--- config.mk ---
export PLATFORM = sky130hd
export DESIGN_NAME = mem_bridge
export DESIGN_NICKNAME = d
export VERILOG_FILES = /design/src/rtl/mem_bridge_pkg.sv /design/src/rtl/wbuf_fifo.sv /design/src/rtl/mem_bridge.sv
export SDC_FILE = /design/constraint.sdc
export NUM_CORES = 1
export LEC_CHECK = 0
export ABC_CLOCK_PERIOD_IN_PS = 5100
export BUFFER_PORTS_ARGS = -buffer_cell sky130_fd_sc_hd__buf_2
export CORE_MARGIN = 2
export CORE_UTILIZATION = 26
export DETAILED_ROUTE_END_ITERATION = 10
export SLEW_MARGIN = 10
export SYNTH_ARGS = -nofsm -noshare
export SYNTH_HDL_FRONTEND = slang
export SYNTH_SLANG_ARGS = --single-unit
--- constraint.sdc ---
create_clock -name clk -period 5.1 [get_ports clk]
set_input_delay 0.51 -clock clk [delete_from_list [all_inputs] [get_ports clk]]
set_output_delay 0.51 -clock clk [all_outputs]
set_load 0.1 [all_outputs]
--- src/rtl/mem_bridge_pkg.sv ---
// Shared types and default sizes for the cache-to-memory bridge.
// Optional feature macro used across the bundle: WBUF_FWD_EN.
package mem_bridge_pkg;

  localparam int DEF_WBUF_DEPTH = 4;
  localparam int DEF_ADDR_W     = 32;
  localparam int DEF_DATA_W     = 32;

  // Cache-facing side: accept, wait for a bus refill, or pulse completion.
  typedef enum logic [1:0] {
    F_IDLE   = 2'd0,
    F_RDWAIT = 2'd1,
    F_RESP   = 2'd2
  } front_state_t;

  // Bus-facing side: at most one transaction outstanding.
  typedef enum logic [1:0] {
    B_IDLE = 2'd0,
    B_WR   = 2'd1,
    B_RD   = 2'd2
  } back_state_t;

  // One posted write at the default widths.
  typedef struct packed {
    logic [DEF_ADDR_W-1:0] addr;
    logic [DEF_DATA_W-1:0] data;
  } wbuf_entry_t;

endpackage

--- src/rtl/wbuf_fifo.sv ---
// Posted-write circular buffer. Entries are stored as address/data pairs;
// the head stays in the buffer until the bus acknowledges it, so a write in
// flight is still visible to lookups.
// With WBUF_FWD_EN defined a lookup port compares every valid entry and
// returns the youngest match.
module wbuf_fifo
  import mem_bridge_pkg::*;
#(
  parameter int DEPTH  = DEF_WBUF_DEPTH,
  parameter int ADDR_W = DEF_ADDR_W,
  parameter int DATA_W = DEF_DATA_W
) (
  input  logic              clk,
  input  logic              rst,
  input  logic              push_i,
  input  logic [ADDR_W-1:0] push_addr_i,
  input  logic [DATA_W-1:0] push_data_i,
  input  logic              pop_i,
  output logic [ADDR_W-1:0] head_addr_o,
  output logic [DATA_W-1:0] head_data_o,
  output logic              full_o,
  output logic              empty_o
`ifdef WBUF_FWD_EN
  ,
  input  logic [ADDR_W-1:0] lookup_addr_i,
  output logic              lookup_hit_o,
  output logic [DATA_W-1:0] lookup_data_o
`endif
);

  localparam int PTR_W = $clog2(DEPTH);
  localparam int CNT_W = PTR_W + 1;

  logic [ADDR_W-1:0] addr_mem [DEPTH];
  logic [DATA_W-1:0] data_mem [DEPTH];

  logic [PTR_W-1:0] wr_ptr_q;
  logic [PTR_W-1:0] rd_ptr_q;
  logic [CNT_W-1:0] count_q;

  // Storage write; contents need no reset because count gates validity.
  always_ff @(posedge clk) begin
    if (push_i) begin
      addr_mem[wr_ptr_q] <= push_addr_i;
      data_mem[wr_ptr_q] <= push_data_i;
    end
  end

  // Pointers wrap naturally at the power-of-two depth; count tracks occupancy.
  always_ff @(posedge clk or negedge rst) begin
    if (!rst) begin
      wr_ptr_q <= '0;
      rd_ptr_q <= '0;
      count_q  <= '0;
    end else begin
      if (push_i) wr_ptr_q <= wr_ptr_q + PTR_W'(1);
      if (pop_i)  rd_ptr_q <= rd_ptr_q + PTR_W'(1);
      case ({push_i, pop_i})
        2'b10:   count_q <= count_q + CNT_W'(1);
        2'b01:   count_q <= count_q - CNT_W'(1);
        default: count_q <= count_q;
      endcase
    end
  end

  assign full_o      = (count_q == CNT_W'(DEPTH));
  assign empty_o     = (count_q == '0);
  assign head_addr_o = addr_mem[rd_ptr_q];
  assign head_data_o = data_mem[rd_ptr_q];

`ifdef WBUF_FWD_EN
  // Slot gi holds the entry of age gi (0 = oldest); valid when gi < count.
  logic [DEPTH-1:0]  match_vec;
  logic [DATA_W-1:0] match_data [DEPTH];

  genvar gi;
  generate
    for (gi = 0; gi < DEPTH; gi++) begin : g_cmp
      logic [PTR_W-1:0] slot;
      assign slot           = rd_ptr_q + PTR_W'(gi);
      assign match_vec[gi]  = (CNT_W'(gi) < count_q) && (addr_mem[slot] == lookup_addr_i);
      assign match_data[gi] = data_mem[slot];
    end
  endgenerate

  // Scan oldest to youngest so the last (youngest) match wins.
  always_comb begin
    lookup_hit_o  = 1'b0;
    lookup_data_o = '0;
    for (int k = 0; k < DEPTH; k++) begin
      if (match_vec[k]) begin
        lookup_hit_o  = 1'b1;
        lookup_data_o = match_data[k];
      end
    end
  end
`endif

endmodule

--- src/rtl/mem_bridge.sv ---
// Cache memory-side port to external bus bridge. Write-backs are posted into
// a small buffer and drained one word per bus transaction; refill reads go to
// the bus, waiting for the buffer to empty so read-after-write order holds.
// Optional feature macro: WBUF_FWD_EN -- reads are answered from the buffer
// on an address hit, and non-matching reads may overtake buffered writes.
module mem_bridge
  import mem_bridge_pkg::*;
#(
  parameter int WBUF_DEPTH = DEF_WBUF_DEPTH,
  parameter int ADDR_W     = DEF_ADDR_W,
  parameter int DATA_W     = DEF_DATA_W
) (
  input  logic              clk,
  input  logic              rst,
  input  logic              mem_ren,
  input  logic              mem_wen,
  input  logic [ADDR_W-1:0] mem_addr,
  input  logic [DATA_W-1:0] mem_din,
  output logic [DATA_W-1:0] mem_dout,
  output logic              mem_rdy,
  output logic              bus_req,
  output logic              bus_we,
  output logic [ADDR_W-1:0] bus_addr,
  output logic [DATA_W-1:0] bus_wdata,
  input  logic              bus_ack,
  input  logic [DATA_W-1:0] bus_rdata
);

  front_state_t      front_q;
  back_state_t       back_q;
  logic              mem_rdy_q;
  logic [DATA_W-1:0] mem_dout_q;
  logic [ADDR_W-1:0] rd_addr_q;
  logic              bus_req_q;
  logic              bus_we_q;
  logic [ADDR_W-1:0] bus_addr_q;
  logic [DATA_W-1:0] bus_wdata_q;

  logic              wbuf_full;
  logic              wbuf_empty;
  logic [ADDR_W-1:0] wbuf_head_addr;
  logic [DATA_W-1:0] wbuf_head_data;
  logic              wr_accept;
  logic              wr_pop;
  logic              rd_ack;
  logic              rd_pending;

  // Full comes from the registered count, so a pop in the same cycle does
  // not open a slot until the following cycle.
  assign wr_accept  = (front_q == F_IDLE) && mem_wen && !wbuf_full;
  assign wr_pop     = (back_q == B_WR) && bus_req_q && bus_ack;
  assign rd_ack     = (back_q == B_RD) && bus_req_q && bus_ack;
  assign rd_pending = (front_q == F_RDWAIT);

`ifdef WBUF_FWD_EN
  logic              fwd_hit;
  logic [DATA_W-1:0] fwd_data;
`endif

  wbuf_fifo #(
    .DEPTH  (WBUF_DEPTH),
    .ADDR_W (ADDR_W),
    .DATA_W (DATA_W)
  ) u_wbuf (
    .clk          (clk),
    .rst          (rst),
    .push_i       (wr_accept),
    .push_addr_i  (mem_addr),
    .push_data_i  (mem_din),
    .pop_i        (wr_pop),
    .head_addr_o  (wbuf_head_addr),
    .head_data_o  (wbuf_head_data),
    .full_o       (wbuf_full),
    .empty_o      (wbuf_empty)
`ifdef WBUF_FWD_EN
    ,
    .lookup_addr_i(mem_addr),
    .lookup_hit_o (fwd_hit),
    .lookup_data_o(fwd_data)
`endif
  );

  // Front FSM: accepts cache requests and produces the one-cycle mem_rdy pulse.
  always_ff @(posedge clk or negedge rst) begin
    if (!rst) begin
      front_q    <= F_IDLE;
      mem_rdy_q  <= 1'b0;
      mem_dout_q <= '0;
      rd_addr_q  <= '0;
    end else begin
      case (front_q)
        F_IDLE: begin
          mem_rdy_q <= 1'b0;
          if (mem_wen) begin
            // A simultaneous read is dropped; the write takes priority.
            if (!wbuf_full) begin
              mem_rdy_q <= 1'b1;
              front_q   <= F_RESP;
            end
          end else if (mem_ren) begin
`ifdef WBUF_FWD_EN
            if (fwd_hit) begin
              mem_dout_q <= fwd_data;
              mem_rdy_q  <= 1'b1;
              front_q    <= F_RESP;
            end else
`endif
            begin
              rd_addr_q <= mem_addr;
              front_q   <= F_RDWAIT;
            end
          end
        end
        F_RDWAIT: begin
          if (rd_ack) begin
            mem_dout_q <= bus_rdata;
            mem_rdy_q  <= 1'b1;
            front_q    <= F_RESP;
          end
        end
        F_RESP: begin
          // Cache drops its request during this cycle; inputs are not sampled.
          mem_rdy_q <= 1'b0;
          front_q   <= F_IDLE;
        end
        default: begin
          mem_rdy_q <= 1'b0;
          front_q   <= F_IDLE;
        end
      endcase
    end
  end

  // Back FSM: arbitrates between drain and refill, holds the bus payload
  // until acknowledged, then leaves one idle cycle before the next request.
  always_ff @(posedge clk or negedge rst) begin
    if (!rst) begin
      back_q      <= B_IDLE;
      bus_req_q   <= 1'b0;
      bus_we_q    <= 1'b0;
      bus_addr_q  <= '0;
      bus_wdata_q <= '0;
    end else begin
      case (back_q)
        B_IDLE: begin
`ifdef WBUF_FWD_EN
          // Forwarding covers hazards, so a refill may bypass buffered writes.
          if (rd_pending) begin
            back_q     <= B_RD;
            bus_req_q  <= 1'b1;
            bus_we_q   <= 1'b0;
            bus_addr_q <= rd_addr_q;
          end else if (!wbuf_empty) begin
            back_q      <= B_WR;
            bus_req_q   <= 1'b1;
            bus_we_q    <= 1'b1;
            bus_addr_q  <= wbuf_head_addr;
            bus_wdata_q <= wbuf_head_data;
          end
`else
          // Refill waits for an empty buffer to keep read-after-write order.
          if (!wbuf_empty) begin
            back_q      <= B_WR;
            bus_req_q   <= 1'b1;
            bus_we_q    <= 1'b1;
            bus_addr_q  <= wbuf_head_addr;
            bus_wdata_q <= wbuf_head_data;
          end else if (rd_pending) begin
            back_q     <= B_RD;
            bus_req_q  <= 1'b1;
            bus_we_q   <= 1'b0;
            bus_addr_q <= rd_addr_q;
          end
`endif
        end
        B_WR, B_RD: begin
          if (bus_ack) begin
            bus_req_q <= 1'b0;
            back_q    <= B_IDLE;
          end
        end
        default: begin
          bus_req_q <= 1'b0;
          back_q    <= B_IDLE;
        end
      endcase
    end
  end

  assign mem_rdy   = mem_rdy_q;
  assign mem_dout  = mem_dout_q;
  assign bus_req   = bus_req_q;
  assign bus_we    = bus_we_q;
  assign bus_addr  = bus_addr_q;
  assign bus_wdata = bus_wdata_q;

endmodule

==> flow_summary.json <==
{
  "synth_xor_area_frac": 0.00347,
  "cp_max_fo": 37,
  "cp-start-kind": "flip-flop",
  "synth.ff_latch_count": 398,
  "cp_slowest_cell": "nor2_4",
  "placedCellCount": 1701,
  "drc": 0,
  "worstReg2RegStart": "front_q[1]",
  "layout-drive-gt1-share": 0.432,
  "cap_violations": 0,
  "crit_start": "front_q[1]",
  "yosysMostFrequentCell": "edfxtp_1",
  "yosys-top-cells-area": "edfxtp_1 (51%), dfrtp_1 (23%), mux4_2 (9.5%)",
  "max-slew-margin-rel": 0.264,
  "period_share": 0.527,
  "yosysTopAreaCell": "edfxtp_1",
  "rows": 88,
  "core_sq_um": 57600,
  "holdPathEnd": "u_wbuf.data_mem[0][3]",
  "die-area_sq_um": 60100,
  "reg2reg_depth": 3,
  "min_delay_path_depth": 1,
  "portBuffers": 199,
  "grt_use_total": 0.119,
  "io_pins": 200,
  "vias": 7929,
  "ys_warn_count": 0,
  "clockBufferDepth": 3,
  "place.gp.congestion": 0.701,
  "hp-class": "in2reg",
  "start_util": 0.263,
  "synth-compound-area-share": 0.0249,
  "yosys.area_share.simple": 0.0330,
  "dr.pass1.iters": 4,
  "tightest_slew_ns": 1.10,
  "drtIter0Drc": 416,
  "dp_hpwl_um": 21100,
  "critPathKind": "reg2reg",
  "finalNonFillerCells": 1787,
  "clkLatencyLatePin_ns": 0.57,
  "worstHoldStart": "mem_din[3]",
  "postRouteAntennaNets": 0,
  "synth_commonest_cells": "edfxtp_1 (256), dfrtp_1 (142), mux2_2 (78), mux4_2 (64), inv_1 (25)",
  "clock.fmax_mhz": 372,
  "final_util": 0.321,
  "yosysUniqueCellTypes": 43,
  "setup_slack_ns": 2.41,
  "fp.dieH_um": 245,
  "overflow": 0,
  "synthArstFlopShare": 0.357,
  "synth-seq-area-share": 0.743,
  "routed_wl_um": 35600,
  "cts.clk_slew.worst_paths_ns": 0.06,
  "finalHoldViolCount": 0,
  "clock_sinks": 398,
  "synth_edf_count": 256,
  "clock_skew_ns": 0.0230,
  "setup_viol": 0,
  "synthAdderAreaFrac": 0.00794,
  "synth_cells": 771,
  "htreeDepth": 2,
  "slew_violations": 0,
  "cts_tree": "done",
  "status": "complete, no violations",
  "synth.avg_cell_area_sq_um": 19.6,
  "die_w_um": 245,
  "area_delta_synth_final_pct": 22.0,
  "grt_setup_unrepaired": "no",
  "grt_antenna_before_repair": 15,
  "cts_buffers": 43,
  "synth_top_family_by_area": "multiplexers",
  "path_cells": "nand2b_2 > nor2_4 > mux2_2",
  "fin_nets": 1092,
  "max_stage_delay_ns": 1.03,
  "grt_pass1_vias": 8471,
  "syn_area_sq_um": 15100,
  "post_cts_buffers": 0,
  "fin_crit_ns": 2.69,
  "r2r_setup_slack_ns": 2.41,
  "critPathCaptureType": "flip-flop",
  "viasPerCell": 4.44,
  "wire_per_inst_um": 19.9,
  "fillers": 5544,
  "netlist.area_leader.share": 0.508,
  "setup_tns_ns": 0,
  "grt_first_pass_wirelength_um": 53500,
  "synth_ff_type": "edfxtp_1",
  "synth_mux_area_frac": 0.167,
  "worstPathArrival_ns": 3.12,
  "grt_max_degree": 66,
  "syn-num-nets": 881,
  "clockRootBuffer": "clkbuf_16",
  "pre_cts_ws_ns": 2.40,
  "critPathRequiredTime_ns": 5.54,
  "reg2reg_to": "mem_dout[9]"
}
[layer usage]
metal / part of all wire / routed length [um] / track usage
met5: 0.0021 / 75 / 0
met4: 0.020 / 710 / 0.0335
met3: 0.079 / 2820 / 0.0459
met2: 0.48 / 17000 / 0.188
met1: 0.42 / 15000 / 0.152
[cell type report]
type	count	area, sq um	area share
sequential	398	11200	0.609
multi-input combinational	306	3630	0.196
clock buffer	50	1130	0.0614
timing repair buffer	207	1060	0.0577
tap	765	957	0.0518
clock inverter	30	324	0.0175
inverter	26	97.6	0.00529
antenna	5	12.5	0.000678
[registers in the layout, indices dropped and copies added (netlist names)]
name / cells
back_q: 2
bus_addr: 32
bus_req: 1
bus_wdata: 32
bus_we: 1
front_q: 2
mem_dout: 32
mem_rdy: 1
rd_addr_q: 32
u_wbuf.addr_mem: 128
u_wbuf.count_q: 3
u_wbuf.data_mem: 128
u_wbuf.rd_ptr_q: 2
u_wbuf.wr_ptr_q: 2
[through the flow]
stage,area [sq um],hold slack (ns)
detailed placement,17000,0.469
finish,18500,0.155
global route,18500,0.128
CTS,18500,0.117
floorplan,15100,0.214
global placement,17000,0.464
[placed cells by master (no fill, tap or decap), types with 6 or more instances in the layout]
cell type / n
dfrtp_1: 140
or2_1: 8
a211oi_1: 16
or4_1: 16
clkinv_2: 10
clkinv_1: 7
mux4_2: 64
inv_1: 25
edfxtp_1: 256
buf_2: 198
o211a_1: 16
mux2_1: 19
mux2_2: 78
clkbuf_16: 44
or2_2: 9
buf_4: 7
bufinv_16: 6
nor2_1: 18
nor4_1: 16
ha_1: 8
[how the worst max path moves through the flow]
stage	to	slack, ns	depth (start not counted)
2_1_floorplan	u_wbuf.addr_mem[0][0]	2.23	3
3_3_place_gp	bus_addr[10]	2.45	4
3_5_place_dp	mem_dout[9]	2.40	3
4_1_cts	mem_dout[9]	2.40	3
5_1_grt	mem_dout[9]	2.28	3
6_report	mem_dout[9]	2.41	3
[repair_timing]
item,CTS,global route
endpoints found under the hold margin,37,0
gates resized for setup,0,0
hold buffers,1,0
endpoints found under the setup margin,0,0
[critical path, delay by kind of cell, from the launching register on]
| kind | cells | cell delay [ns] |
|---|---|---|
| multiplexers | 1 | 0.43 |
| AND/OR/NAND/NOR | 2 | 1.68 |
| flip-flops | 1 | 0.42 |
[cell families (layout without fill, tap and decap cells)]
kind of cell,after synthesis,count (layout)
compound gates,46,46
xor+xnor,6,6
simple gates,84,84
mux,161,161
other cells,0,5
flops,398,398
buf+inv,67,313
fa+ha+maj,9,9
Power is left out: the tool's default activity adds up to more than one toggle a clock period on the data nets, which glitch-free logic cannot reach.
